<file path="src/rtl/npu_agu_pkg.sv">
// Shared constants for the NPU address generation unit.
package agu_pkg;

  // Generator widths
  localparam int unsigned MEM_W  = 16;
  localparam int unsigned BYTE_W = 16;
  localparam int unsigned FB_W   = 6;
  localparam int unsigned RC_W   = 8;

  // Descriptor and control widths
  localparam int unsigned DESC_W = 40;
  localparam int unsigned CTL_W  = 4;

  // Descriptor field offsets
  localparam int unsigned MEM_LO  = 0;
  localparam int unsigned BYTE_LO = 16;
  localparam int unsigned RC_LO   = 32;

  // Control bit indices
  localparam int unsigned CTL_STRIDE_LO = 0;
  localparam int unsigned CTL_STRIDE_HI = 1;
  localparam int unsigned CTL_BYTE_DIR  = 2;
  localparam int unsigned CTL_RC_MODE   = 3;

  // Memory stride codes
  localparam logic [1:0] STRIDE_1 = 2'b00;
  localparam logic [1:0] STRIDE_2 = 2'b01;
  localparam logic [1:0] STRIDE_4 = 2'b10;
  localparam logic [1:0] STRIDE_8 = 2'b11;

  // Stride code to memory address increment
  function automatic logic [MEM_W-1:0] stride_decode(input logic [1:0] code);
    logic [MEM_W-1:0] inc;
    inc = MEM_W'(1);
    case (code)
      STRIDE_1: inc = MEM_W'(1);
      STRIDE_2: inc = MEM_W'(2);
      STRIDE_4: inc = MEM_W'(4);
      STRIDE_8: inc = MEM_W'(8);
      default:  inc = MEM_W'(1);
    endcase
    return inc;
  endfunction

endpackage

</file>
<file path="src/rtl/npu_agu_if.sv">
// Transfer-controller to AGU bus: descriptor, control, strobes and addresses.
interface npu_agu_if;
  import agu_pkg::*;

  logic [DESC_W-1:0] latch_tr_addresses;
  logic [CTL_W-1:0]  latch_tr_control;
  logic              mem_gen_ldinit;
  logic              mem_gen_enable;
  logic              byte_gen_ldinit;
  logic              byte_gen_enable;
  logic              fb_gen_enable;
  logic              rc_gen_ldinit;
  logic              rc_gen_enable;
  logic [MEM_W-1:0]  mem_gen_oaddr;
  logic [BYTE_W-1:0] byte_gen_oaddr;
  logic [FB_W-1:0]   fb_gen_oaddr;
  logic [RC_W-1:0]   rc_gen_oaddr;

  // Transfer controller side
  modport master (
    output latch_tr_addresses, latch_tr_control,
    output mem_gen_ldinit, mem_gen_enable,
    output byte_gen_ldinit, byte_gen_enable,
    output fb_gen_enable,
    output rc_gen_ldinit, rc_gen_enable,
    input  mem_gen_oaddr, byte_gen_oaddr, fb_gen_oaddr, rc_gen_oaddr
  );

  // AGU side
  modport slave (
    input  latch_tr_addresses, latch_tr_control,
    input  mem_gen_ldinit, mem_gen_enable,
    input  byte_gen_ldinit, byte_gen_enable,
    input  fb_gen_enable,
    input  rc_gen_ldinit, rc_gen_enable,
    output mem_gen_oaddr, byte_gen_oaddr, fb_gen_oaddr, rc_gen_oaddr
  );

endinterface

</file>
<file path="src/rtl/npu_agu_counter.sv">
// Generic registered address counter: clear > load > step > hold.
// dir=1 steps down; with sat=1 a down-step holds at zero instead of wrapping.
module agu_counter #(
  parameter int unsigned WIDTH = 8
) (
  input  logic             clk,
  input  logic             clr,
  input  logic             ld,
  input  logic             en,
  input  logic [WIDTH-1:0] init,
  input  logic [WIDTH-1:0] step,
  input  logic             dir,
  input  logic             sat,
  output logic [WIDTH-1:0] value
);

  // Counter register with prioritized clear/load/step
  always_ff @(posedge clk) begin
    if (clr) begin
      value <= '0;
    end else if (ld) begin
      value <= init;
    end else if (en) begin
      if (!dir) begin
        value <= value + step;
      end else if (!(sat && (value == '0))) begin
        value <= value - step;
      end
    end
  end

endmodule

</file>
<file path="src/rtl/npu_agu.sv">
// NPU address generation unit: four independent address counters
// loaded from the live transfer descriptor and stepped by controller strobes.
module npu_agu
  import agu_pkg::*;
(
  input  logic       sys_clk,
  input  logic       clear_agu,
  npu_agu_if.slave   bus
);

  logic [MEM_W-1:0]  mem_q;
  logic [BYTE_W-1:0] byte_q;
  logic [FB_W-1:0]   fb_q;
  logic [RC_W-1:0]   rc_q;
  logic [MEM_W-1:0]  mem_step;

  assign mem_step = stride_decode(bus.latch_tr_control[CTL_STRIDE_HI:CTL_STRIDE_LO]);

  // Memory word address: strided, wraps modulo 2^16
  agu_counter #(.WIDTH(MEM_W)) u_mem (
    .clk   (sys_clk),
    .clr   (clear_agu),
    .ld    (bus.mem_gen_ldinit),
    .en    (bus.mem_gen_enable),
    .init  (bus.latch_tr_addresses[MEM_LO +: MEM_W]),
    .step  (mem_step),
    .dir   (1'b0),
    .sat   (1'b0),
    .value (mem_q)
  );

  // Byte address: +/-1, wraps both ways
  agu_counter #(.WIDTH(BYTE_W)) u_byte (
    .clk   (sys_clk),
    .clr   (clear_agu),
    .ld    (bus.byte_gen_ldinit),
    .en    (bus.byte_gen_enable),
    .init  (bus.latch_tr_addresses[BYTE_LO +: BYTE_W]),
    .step  (BYTE_W'(1)),
    .dir   (bus.latch_tr_control[CTL_BYTE_DIR]),
    .sat   (1'b0),
    .value (byte_q)
  );

  // Feedback buffer pointer: increment only, no load
  agu_counter #(.WIDTH(FB_W)) u_fb (
    .clk   (sys_clk),
    .clr   (clear_agu),
    .ld    (1'b0),
    .en    (bus.fb_gen_enable),
    .init  ('0),
    .step  (FB_W'(1)),
    .dir   (1'b0),
    .sat   (1'b0),
    .value (fb_q)
  );

  // Row/column counter: up wraps, down saturates at zero
  agu_counter #(.WIDTH(RC_W)) u_rc (
    .clk   (sys_clk),
    .clr   (clear_agu),
    .ld    (bus.rc_gen_ldinit),
    .en    (bus.rc_gen_enable),
    .init  (bus.latch_tr_addresses[RC_LO +: RC_W]),
    .step  (RC_W'(1)),
    .dir   (bus.latch_tr_control[CTL_RC_MODE]),
    .sat   (1'b1),
    .value (rc_q)
  );

  assign bus.mem_gen_oaddr  = mem_q;
  assign bus.byte_gen_oaddr = byte_q;
  assign bus.fb_gen_oaddr   = fb_q;
  assign bus.rc_gen_oaddr   = rc_q;

endmodule

</file>
<file path="src/flat_wrapper.sv">
// flat-port wrapper written by rule: the top's interface ports become plain ports
module npu_agu_flat import agu_pkg::*;
  (sys_clk, clear_agu, bus_latch_tr_addresses, bus_latch_tr_control, bus_mem_gen_ldinit, bus_mem_gen_enable, bus_byte_gen_ldinit, bus_byte_gen_enable, bus_fb_gen_enable, bus_rc_gen_ldinit, bus_rc_gen_enable, bus_mem_gen_oaddr, bus_byte_gen_oaddr, bus_fb_gen_oaddr, bus_rc_gen_oaddr);
  npu_agu_if bus_i ();
  input  logic sys_clk;
  input  logic clear_agu;
  input wire logic [$bits(bus_i.latch_tr_addresses)-1:0] bus_latch_tr_addresses;
  input wire logic [$bits(bus_i.latch_tr_control)-1:0] bus_latch_tr_control;
  input wire logic [$bits(bus_i.mem_gen_ldinit)-1:0] bus_mem_gen_ldinit;
  input wire logic [$bits(bus_i.mem_gen_enable)-1:0] bus_mem_gen_enable;
  input wire logic [$bits(bus_i.byte_gen_ldinit)-1:0] bus_byte_gen_ldinit;
  input wire logic [$bits(bus_i.byte_gen_enable)-1:0] bus_byte_gen_enable;
  input wire logic [$bits(bus_i.fb_gen_enable)-1:0] bus_fb_gen_enable;
  input wire logic [$bits(bus_i.rc_gen_ldinit)-1:0] bus_rc_gen_ldinit;
  input wire logic [$bits(bus_i.rc_gen_enable)-1:0] bus_rc_gen_enable;
  output wire logic [$bits(bus_i.mem_gen_oaddr)-1:0] bus_mem_gen_oaddr;
  output wire logic [$bits(bus_i.byte_gen_oaddr)-1:0] bus_byte_gen_oaddr;
  output wire logic [$bits(bus_i.fb_gen_oaddr)-1:0] bus_fb_gen_oaddr;
  output wire logic [$bits(bus_i.rc_gen_oaddr)-1:0] bus_rc_gen_oaddr;
  assign bus_i.latch_tr_addresses = bus_latch_tr_addresses;
  assign bus_i.latch_tr_control = bus_latch_tr_control;
  assign bus_i.mem_gen_ldinit = bus_mem_gen_ldinit;
  assign bus_i.mem_gen_enable = bus_mem_gen_enable;
  assign bus_i.byte_gen_ldinit = bus_byte_gen_ldinit;
  assign bus_i.byte_gen_enable = bus_byte_gen_enable;
  assign bus_i.fb_gen_enable = bus_fb_gen_enable;
  assign bus_i.rc_gen_ldinit = bus_rc_gen_ldinit;
  assign bus_i.rc_gen_enable = bus_rc_gen_enable;
  assign bus_mem_gen_oaddr = bus_i.mem_gen_oaddr;
  assign bus_byte_gen_oaddr = bus_i.byte_gen_oaddr;
  assign bus_fb_gen_oaddr = bus_i.fb_gen_oaddr;
  assign bus_rc_gen_oaddr = bus_i.rc_gen_oaddr;
  npu_agu u_core (.sys_clk(sys_clk), .clear_agu(clear_agu), .bus(bus_i));
endmodule
</file>
<file path="config.mk">
export PLATFORM = sky130hd
export DESIGN_NAME = npu_agu_flat
export DESIGN_NICKNAME = d
export VERILOG_FILES = /design/src/rtl/npu_agu_pkg.sv /design/src/rtl/npu_agu_if.sv /design/src/rtl/npu_agu_counter.sv /design/src/rtl/npu_agu.sv /design/src/flat_wrapper.sv
export SDC_FILE = /design/constraint.sdc
export NUM_CORES = 1
export LEC_CHECK = 0
export CAP_MARGIN = 20
export CORE_MARGIN = 2
export CORE_UTILIZATION = 45
export CTS_BUF_LIST = sky130_fd_sc_hd__clkbuf_4 sky130_fd_sc_hd__clkbuf_8
export DETAILED_ROUTE_END_ITERATION = 10
export PLACE_DENSITY = 0.81
export SYNTH_ARGS = -nofsm -noshare
export SYNTH_HDL_FRONTEND = slang
export SYNTH_SLANG_ARGS = --single-unit
</file>
<file path="constraint.sdc">
create_clock -name sys_clk -period 4 [get_ports sys_clk]
set_input_delay 0.8 -clock sys_clk [delete_from_list [all_inputs] [get_ports sys_clk]]
set_output_delay 0.8 -clock sys_clk [all_outputs]
set_load 0.1 [all_outputs]
</file>
== Yosys cells after proc, flatten, opt, wreduce, memory -nomap -nowiden ==
Index checks and enable logic that the tools add are counted.
Widths: inputs -> output; s select.
Storage, ports and cells
  logic and storage cells: 30
  register bits: 46
Operators by class
  reductions and logical operators: 6
  $add $sub $neg: 6
  multiplexer cells: 10
  equal/unequal tests: 4
Operators by type and width (number)
  $mux 16: 5
  $pmux 16 s4: 1
  $mux 8: 4
  $add 16x1->16 const B: 1
  $add 16x16->16: 1
  $sub 16x1->16 const B: 1
  $add 8x1->8 const B: 1
  $logic_not 8->1: 1
  $sub 8x1->8 const B: 1
  $add 6x1->6 const B: 1
  $reduce_bool 2->1: 3
  $eq 2x2->1 const B: 2
  $ne 3x3->1 const B: 1
  $eq 2x1->1 const B: 1
  $logic_not 2->1: 1
  $reduce_and 2->1: 1

== Longest topological paths before layout ==
Gate-level depths: netlist of run 1.
  depth in word-level cells: 5
  gate-level depth with buffers: 8
  mapped depth without buffers: 8

== By module ==
Synthesis of run 1 repeated with hierarchy kept, for this count alone.
Second synthesis, totals
  cell total of the unflattened synthesis: 613
  area, all modules: 4967.3 um^2
Modules (own cells, without submodules)
  agu_counter (u_core.u_byte ...): instances 2, area an instance 1750.4 um^2, cells each 218
  agu_counter (u_core.u_rc): instances 1, area an instance 824.5 um^2, cells each 103
  agu_counter (u_core.u_fb): instances 1, area an instance 608.1 um^2, cells each 68
  npu_agu: instances 1, area an instance 33.8 um^2, cells each 6

== Worst setup path before layout of run 1 ==
OpenSTA, ideal clock, no wires.
  kind: register to register
  start point: reg u_core.u_rc.value[2]
  end point: reg u_core.u_rc.value[6]
  arrival: 2.491 ns
  period minus slack after synthesis: 2.548 ns
  setup slack: 1.452 ns
  stages on the path, launching flop included: 7
  cell sequence: dfxtp_1 > ha_1 > nor2b_4 > o31a_1 > or4b_1 > a31oi_1 > o21a_1
Between the ends
  longest elaborated chain between the ends: 5
Ends and longest elaborated chain
  start: declaration: RTL line npu_agu_counter.sv:14  | output logic [WIDTH-1:0] value
  start signal: assignment: RTL line npu_agu_counter.sv:22  | value <= init;
  start signal: assignment: RTL line npu_agu_counter.sv:25  | value <= value + step;
  start signal: assignment: RTL line npu_agu_counter.sv:27  | value <= value - step;
  $sub 8x1->8: RTL line npu_agu_counter.sv:27
  $mux 8: RTL line npu_agu_counter.sv:26  | end else if (!(sat && (value == '0))) begin
  $mux 8: RTL line npu_agu_counter.sv:24  | if (!dir) begin
  $mux 8: RTL line npu_agu_counter.sv:23  | end else if (en) begin
  $mux 8: RTL line npu_agu_counter.sv:21  | end else if (ld) begin
Several ways; a longest one is shown, not always the timed one. The select of a mux whose other input is x is not followed.
A chain may end at the register's enable or synchronous reset.

== Worst setup path in the final report of run 1 ==
  start point: in bus_latch_tr_control[2]
  end point: reg u_core.u_byte.value[15]
Between the ends
  longest elaborated chain between the ends: 3
Ends and longest elaborated chain
  start: declaration: RTL line flat_wrapper.sv:8  | input wire logic [$bits(bus_i.latch_tr_control)-1:0] bus_latch_tr_control;
  $mux 16: RTL line npu_agu_counter.sv:24
  $mux 16: RTL line npu_agu_counter.sv:23
  $mux 16: RTL line npu_agu_counter.sv:21
  end signal: assignment: RTL line npu_agu_counter.sv:22
  end signal: assignment: RTL line npu_agu_counter.sv:25
  end signal: assignment: RTL line npu_agu_counter.sv:27
  end: declaration: RTL line npu_agu_counter.sv:14
No other way between the ends. The select of a mux whose other input is x is not followed.

==> impl_metrics.ini, run 1 <==
[synthesis]
synth-seq-cells = 46
synth_fa_ha_area_share_pct = 11.2
seq_area_frac_synth_pct = 27.6
synth_top_family_by_area = compound AO/OA/AOI/OAI gates
synth.avg_cell_area_um2 = 8.23
yosysWarnings = 0
async_flop_share_pct = 0
synth_top_area_share_pct = 27.6
synthMuxAreaShare_pct = 3.04
syn_nets = 486
yosys.area_share.simple_pct = 20.6
synth-compound-area-share_pct = 24.7
synth_cells = 405
synth.distinct_cells = 56
synth_area_leaders = dfxtp_1, ha_1, a21oi_1, nor2_1, xor2_1
netlist_area_um2 = 3330
synth_ff_type = dfxtp_1
synth-xor-area-share_pct = 8.67
synth_edf_count = 0
synth_area_leader_cell = dfxtp_1

[floorplanning]
dieArea_um2 = 8110
start_util_pct = 46.2
dieWidth_um = 90.1
die-height_um = 90.1
row_count = 31
io_pins = 99
coreArea_um2 = 7210

[drt]
first_pass_iters = 4
post_drt_wl_per_cell_um = 14.4
drc_errors = 0
vias_per_cell = 5.59
wirelength_mm = 8.59
drtIter0Drc = 121
vias = 3325
drtAntennaViolNets = 0

[run]
cap_violations = 0

[sta]
fin_crit_ps = 3250
final.period_utilization_pct = 81.3
timing.setup.tns_ps = 0
worst_slew_pin_slew_ps = 994
worst_slack_ps = 746
rsz0062_at_grt = no
fin_worst_skew_ps = 3.35
fmax_mhz = 307
setup_viol = 0
slew_headroom_pct = 33.5
slew_viol_final = 0
timing.hold.ws_ps = 494
hold_viol_final = 0

[clock_tree]
clk_latency_ps = 300
postCtsSetupBuffers = 0
clock-sinks = 46
htreeDepth = 2
cts_made_buffers = 5
cts_tree = yes
clockBufferDepth = 2
root_buffer = clkbuf_8
holdBufCountCts = 0
path_clk_slew_ps = 90
cts_resized = 0

[power_and_ir_drop]
p_total_mw = 1.59
p_leak_nw = 1.77
cell_internal_pwr_uw = 890
comb_power_share_pct = 46.5
vdd_drop_max_v = 0.000186
pwr-share-seq_pct = 33.7
switching_share_pct = 44.1
switching_power_uw = 701
power_density_nw_per_um2 = 356
pwr-share-clk_pct = 19.9

[place]
gp_congestion = 0.928
postPlaceCellArea_um2 = 4370
hpwlAfterDp_mm = 6.42
place_inst = 587
numPortBuffers = 98
pre_cts_ws_ps = 481

[grt]
grt_pass1_wl_mm = 14.3
antenna_found_initial = 0
overflow = 0
grt_max_degree = 49
grt_pass1_vias = 3139
grt.total_usage_pct = 20.6

[finish]
mostFrequentLayoutCells = clkdlybuf4s50_1, dfxtp_1, nor2_1
mostFrequentLayoutCell = clkdlybuf4s50_1
fin_area_um2 = 4470
area_growth_pct = 33.9
instances_no_fill = 595
antenna_cells = 0
nets = 576
fin_util_pct = 61.9
layout-drive-gt1-share_pct = 3.43

[critical_path]
cp-end-kind = flip-flop
crit_required_ps = 4160
startpoint_type = input port
worst-path-max-fanout = 16
worst-setup-path-type = input port to flip-flop
crit_arrival_ps = 3410

[run_status]
run_status = complete, no violations

[worst_hold_path]
hold_class = flip-flop to flip-flop
[worst max-delay path, cell delays in order]
cell and delay [ps]:
clkdlybuf4s50_1 810, ha_1 610, o21ai_0 150, a2111oi_0 610, a21oi_1 140, mux2i_1 170, o211ai_1 100
[power by group through the flow]
stage | Combinational [mW] | Sequential (mW) | Clock [mW]
floorplan | 0.283 | 0.804 | 0
global placement | 0.724 | 0.545 | 0
detailed placement | 0.735 | 0.546 | 0
CTS | 0.738 | 0.536 | 0.327
global route | 0.788 | 0.542 | 0.345
finish | 0.739 | 0.536 | 0.316
[per-layer routing]
layer  up-vias  track usage [%]  part of all wire (%)
met5         -                0                     0
met4         0             5.64                  0.94
met3         7             4.86                   5.9
met2        93             35.0                    48
met1      1542             26.2                    45
li1       1683                -                     -
[cell usage after synthesis (all sizes together), types with 5 or more instances]
library cell / instances
o211ai: 7
a211oi: 21
inv: 13
nor2: 45
a31oi: 5
nand2: 24
a21oi: 40
a21o: 9
ha: 25
dfxtp: 46
nor3: 6
xor2: 19
mux2i: 9
o21ai: 15
buf: 8
o22ai: 5
xnor2: 14
clkbuf: 10
a221oi: 5
nor2b: 10
nand4: 12
nor3b: 9
[cell type report]
cell class,count,area [µm²]
inverters,14,52.6
repair buffers,101,998
flip-flops and latches,46,921
well taps,99,124
clock inverters,2,16.3
multi-input cells,327,2270
fillers,661,2750
clock buffers,6,82.6
[final timing paths]
| path | endpoint | from | depth (start not counted) | slack [ps] |
|---|---|---|---|---|
| min reg2reg | u_core.u_fb.value[5] | u_core.u_fb.value[5] | 2 | 490 |
| max | u_core.u_byte.value[15] | bus_latch_tr_control[2] | 7 | 750 |
| max reg2reg | u_core.u_mem.value[14] | u_core.u_mem.value[0] | 7 | 1760 |
| min | u_core.u_fb.value[5] | u_core.u_fb.value[5] | 2 | 490 |
[registers in the layout, indices dropped and copies added (netlist names)]
name                 flops
u_core.u_byte.value     16
u_core.u_mem.value      16
u_core.u_rc.value        8
u_core.u_fb.value        6
[cells by family after synthesis]
family                   count (synthesis)
multiplexers                            10
flip-flops                              46
XOR/XNOR                                33
adder cells (fa/ha/maj)                 28
AO/OA/AOI/OAI                          124
buffers and inverters                   32
AND/OR/NAND/NOR                        132
(Power assumes the default switching activity.)
==> run 2, diff against run 1 <==
==> constraint.sdc (replaced) <==
create_clock -name sys_clk -period 3.11 [get_ports sys_clk]
set_input_delay 0.622 -clock sys_clk [delete_from_list [all_inputs] [get_ports sys_clk]]
set_output_delay 0.622 -clock sys_clk [all_outputs]
set_load 0.1 [all_outputs]
==> run 2 against run 1 <==
Non-clock buffer count is 9 higher; critical endpoint is now u_core.u_mem.value[14]; largest cell class unchanged; highest routed layer unchanged; clock skew is 10 ps higher; combinational power is 28% higher.
==> impl_metrics.ini, run 2 (same netlist as run 1, synthesis figures left out) <==
[run_status]
run_status = complete, no violations

[grt]
overflow = 0
grt_pass1_vias = 3210
grt_max_degree = 26
grt_pass1_wl_mm = 14.4
antenna_found_initial = 0
grt.total_usage_pct = 20.6

[clock_tree]
root_buffer = clkbuf_8
holdBufCountCts = 0
cts_tree = yes
cts_made_buffers = 5
path_clk_slew_ps = 90
cts_resized = 0
clk_latency_ps = 300
clockBufferDepth = 2
postCtsSetupBuffers = 0
clock-sinks = 46
htreeDepth = 2

[critical_path]
max_stage_delay_ps = 510
worst-setup-path-type = input port to flip-flop
crit_family = compound AO/OA/AOI/OAI gates
cp_cell_sequence = clkdlybuf4s50_1 -> nor2_1 -> ha_1 -> fa_1 -> a21o_1 -> a21oi_1 -> and4b_1 -> xnor2_1 -> a211oi_1
r2r_cells = 7
rr_endpoint = u_core.u_mem.value[14]
r2r_setup_slack_ps = 980
crit_arrival_ps = 2880
r2r_start = u_core.u_mem.value[0]
startpoint_type = input port
worst-path-buf-inv = 1
crit_required_ps = 3320
cp-end-kind = flip-flop
slowest_stage = clkdlybuf4s50_1
crit_cells = 9
worst-path-max-fanout = 6

[finish]
top_regs = u_core.u_byte.value: 16 flops, u_core.u_mem.value: 16 flops, u_core.u_rc.value: 8 flops
mostFrequentLayoutCells = buf_4, clkdlybuf4s50_1, dfxtp_1
area_growth_pct = 33.2
layout-drive-gt1-share_pct = 14.3
antenna_cells = 0
mostFrequentLayoutCell = buf_4
nets = 585

[place]
gp_congestion = 0.927
hpwlAfterDp_mm = 6.50
numPortBuffers = 98
pre_cts_ws_ps = 139

[sta]
slew_headroom_pct = 61.1
slew_viol_final = 0
rsz0062_at_grt = no
timing.setup.tns_ps = 0
setup_viol = 0
fmax_mhz = 375
fin_crit_ps = 2670
hold_viol_final = 0
final.period_utilization_pct = 85.8
worst_slack_ps = 441
fin_worst_skew_ps = 13.4
worst_slew_pin_slew_ps = 568

[drt]
post_drt_wl_per_cell_um = 13.7
vias_per_cell = 5.45
vias = 3291
drtAntennaViolNets = 0
wirelength_mm = 8.29
first_pass_iters = 7
drtIter0Drc = 79
drc_errors = 0

[floorplanning]
dieArea_um2 = 8110
io_pins = 99
die-height_um = 90.1
coreArea_um2 = 7210
dieWidth_um = 90.1
start_util_pct = 46.2
row_count = 31

[run]
cap_violations = 0

[worst_hold_path]
hold_class = flip-flop to flip-flop
hold_path.startpoint = u_core.u_fb.value[5]
whs_path_depth = 2
hold_end = u_core.u_fb.value[5]

[power_and_ir_drop]
power_density_nw_per_um2 = 469
vdd_drop_max_v = 0.000218
p_leak_nw = 1.90
-- run 2: layout make-up --
cell class                 count  area (µm²)
tap                           99         124
timing repair buffer         110         963
fill                         656        2770
sequential                    46         921
clock inverter                 3        40.0
multi-input combinational    327        2270
inverter                      14        52.6
clock buffer                   5        68.8
-- run 2: report_power, final --
group | switching, mW | internal, mW | total (mW)
registers | 0.0522 | 0.637 | 0.689
clock network | 0.211 | 0.237 | 0.448
logic | 0.624 | 0.319 | 0.943
total | 0.888 | 1.19 | 2.08
-- run 2: per-layer routing --
metal  up-vias  wire length, µm  global-route usage [%]
met5         -                0                       0
met4         0               59                    5.13
met3         6              482                    4.86
met2        91             3990                    35.2
met1      1493             3760                    26.3
li1       1701                -                       -
-- run 2: worst min-delay path, stage by stage (launching register included) --
cell	delay, ps
dfxtp_1	330
o21ai_0	70
a21oi_1	60
-- run 2: how the worst max path moves through the flow --
stage / start / endpoint / slack [ps]
2_1_floorplan: u_core.u_rc.value[2] / u_core.u_rc.value[6] / 560
3_3_place_gp: bus_latch_tr_control[1] / u_core.u_mem.value[14] / 190
3_5_place_dp: bus_latch_tr_control[0] / u_core.u_mem.value[14] / 140
4_1_cts: bus_latch_tr_control[0] / u_core.u_mem.value[14] / 450
5_1_grt: bus_latch_tr_control[0] / u_core.u_mem.value[14] / 360
6_report: bus_latch_tr_control[0] / u_core.u_mem.value[14] / 440
-- run 2: metrics by stage --
stage	utilization, %	instance area [µm²]	cells	hold WS, ps	total power [mW]
2_1_floorplan	-	3330	405	759	1.40
3_3_place_gp	60.0	4330	596	470	1.63
3_5_place_dp	60.0	4330	596	488	1.64
4_1_cts	61.6	4440	604	502	2.10
5_1_grt	61.6	4440	604	562	2.20
6_report	61.6	4440	604	500	2.08
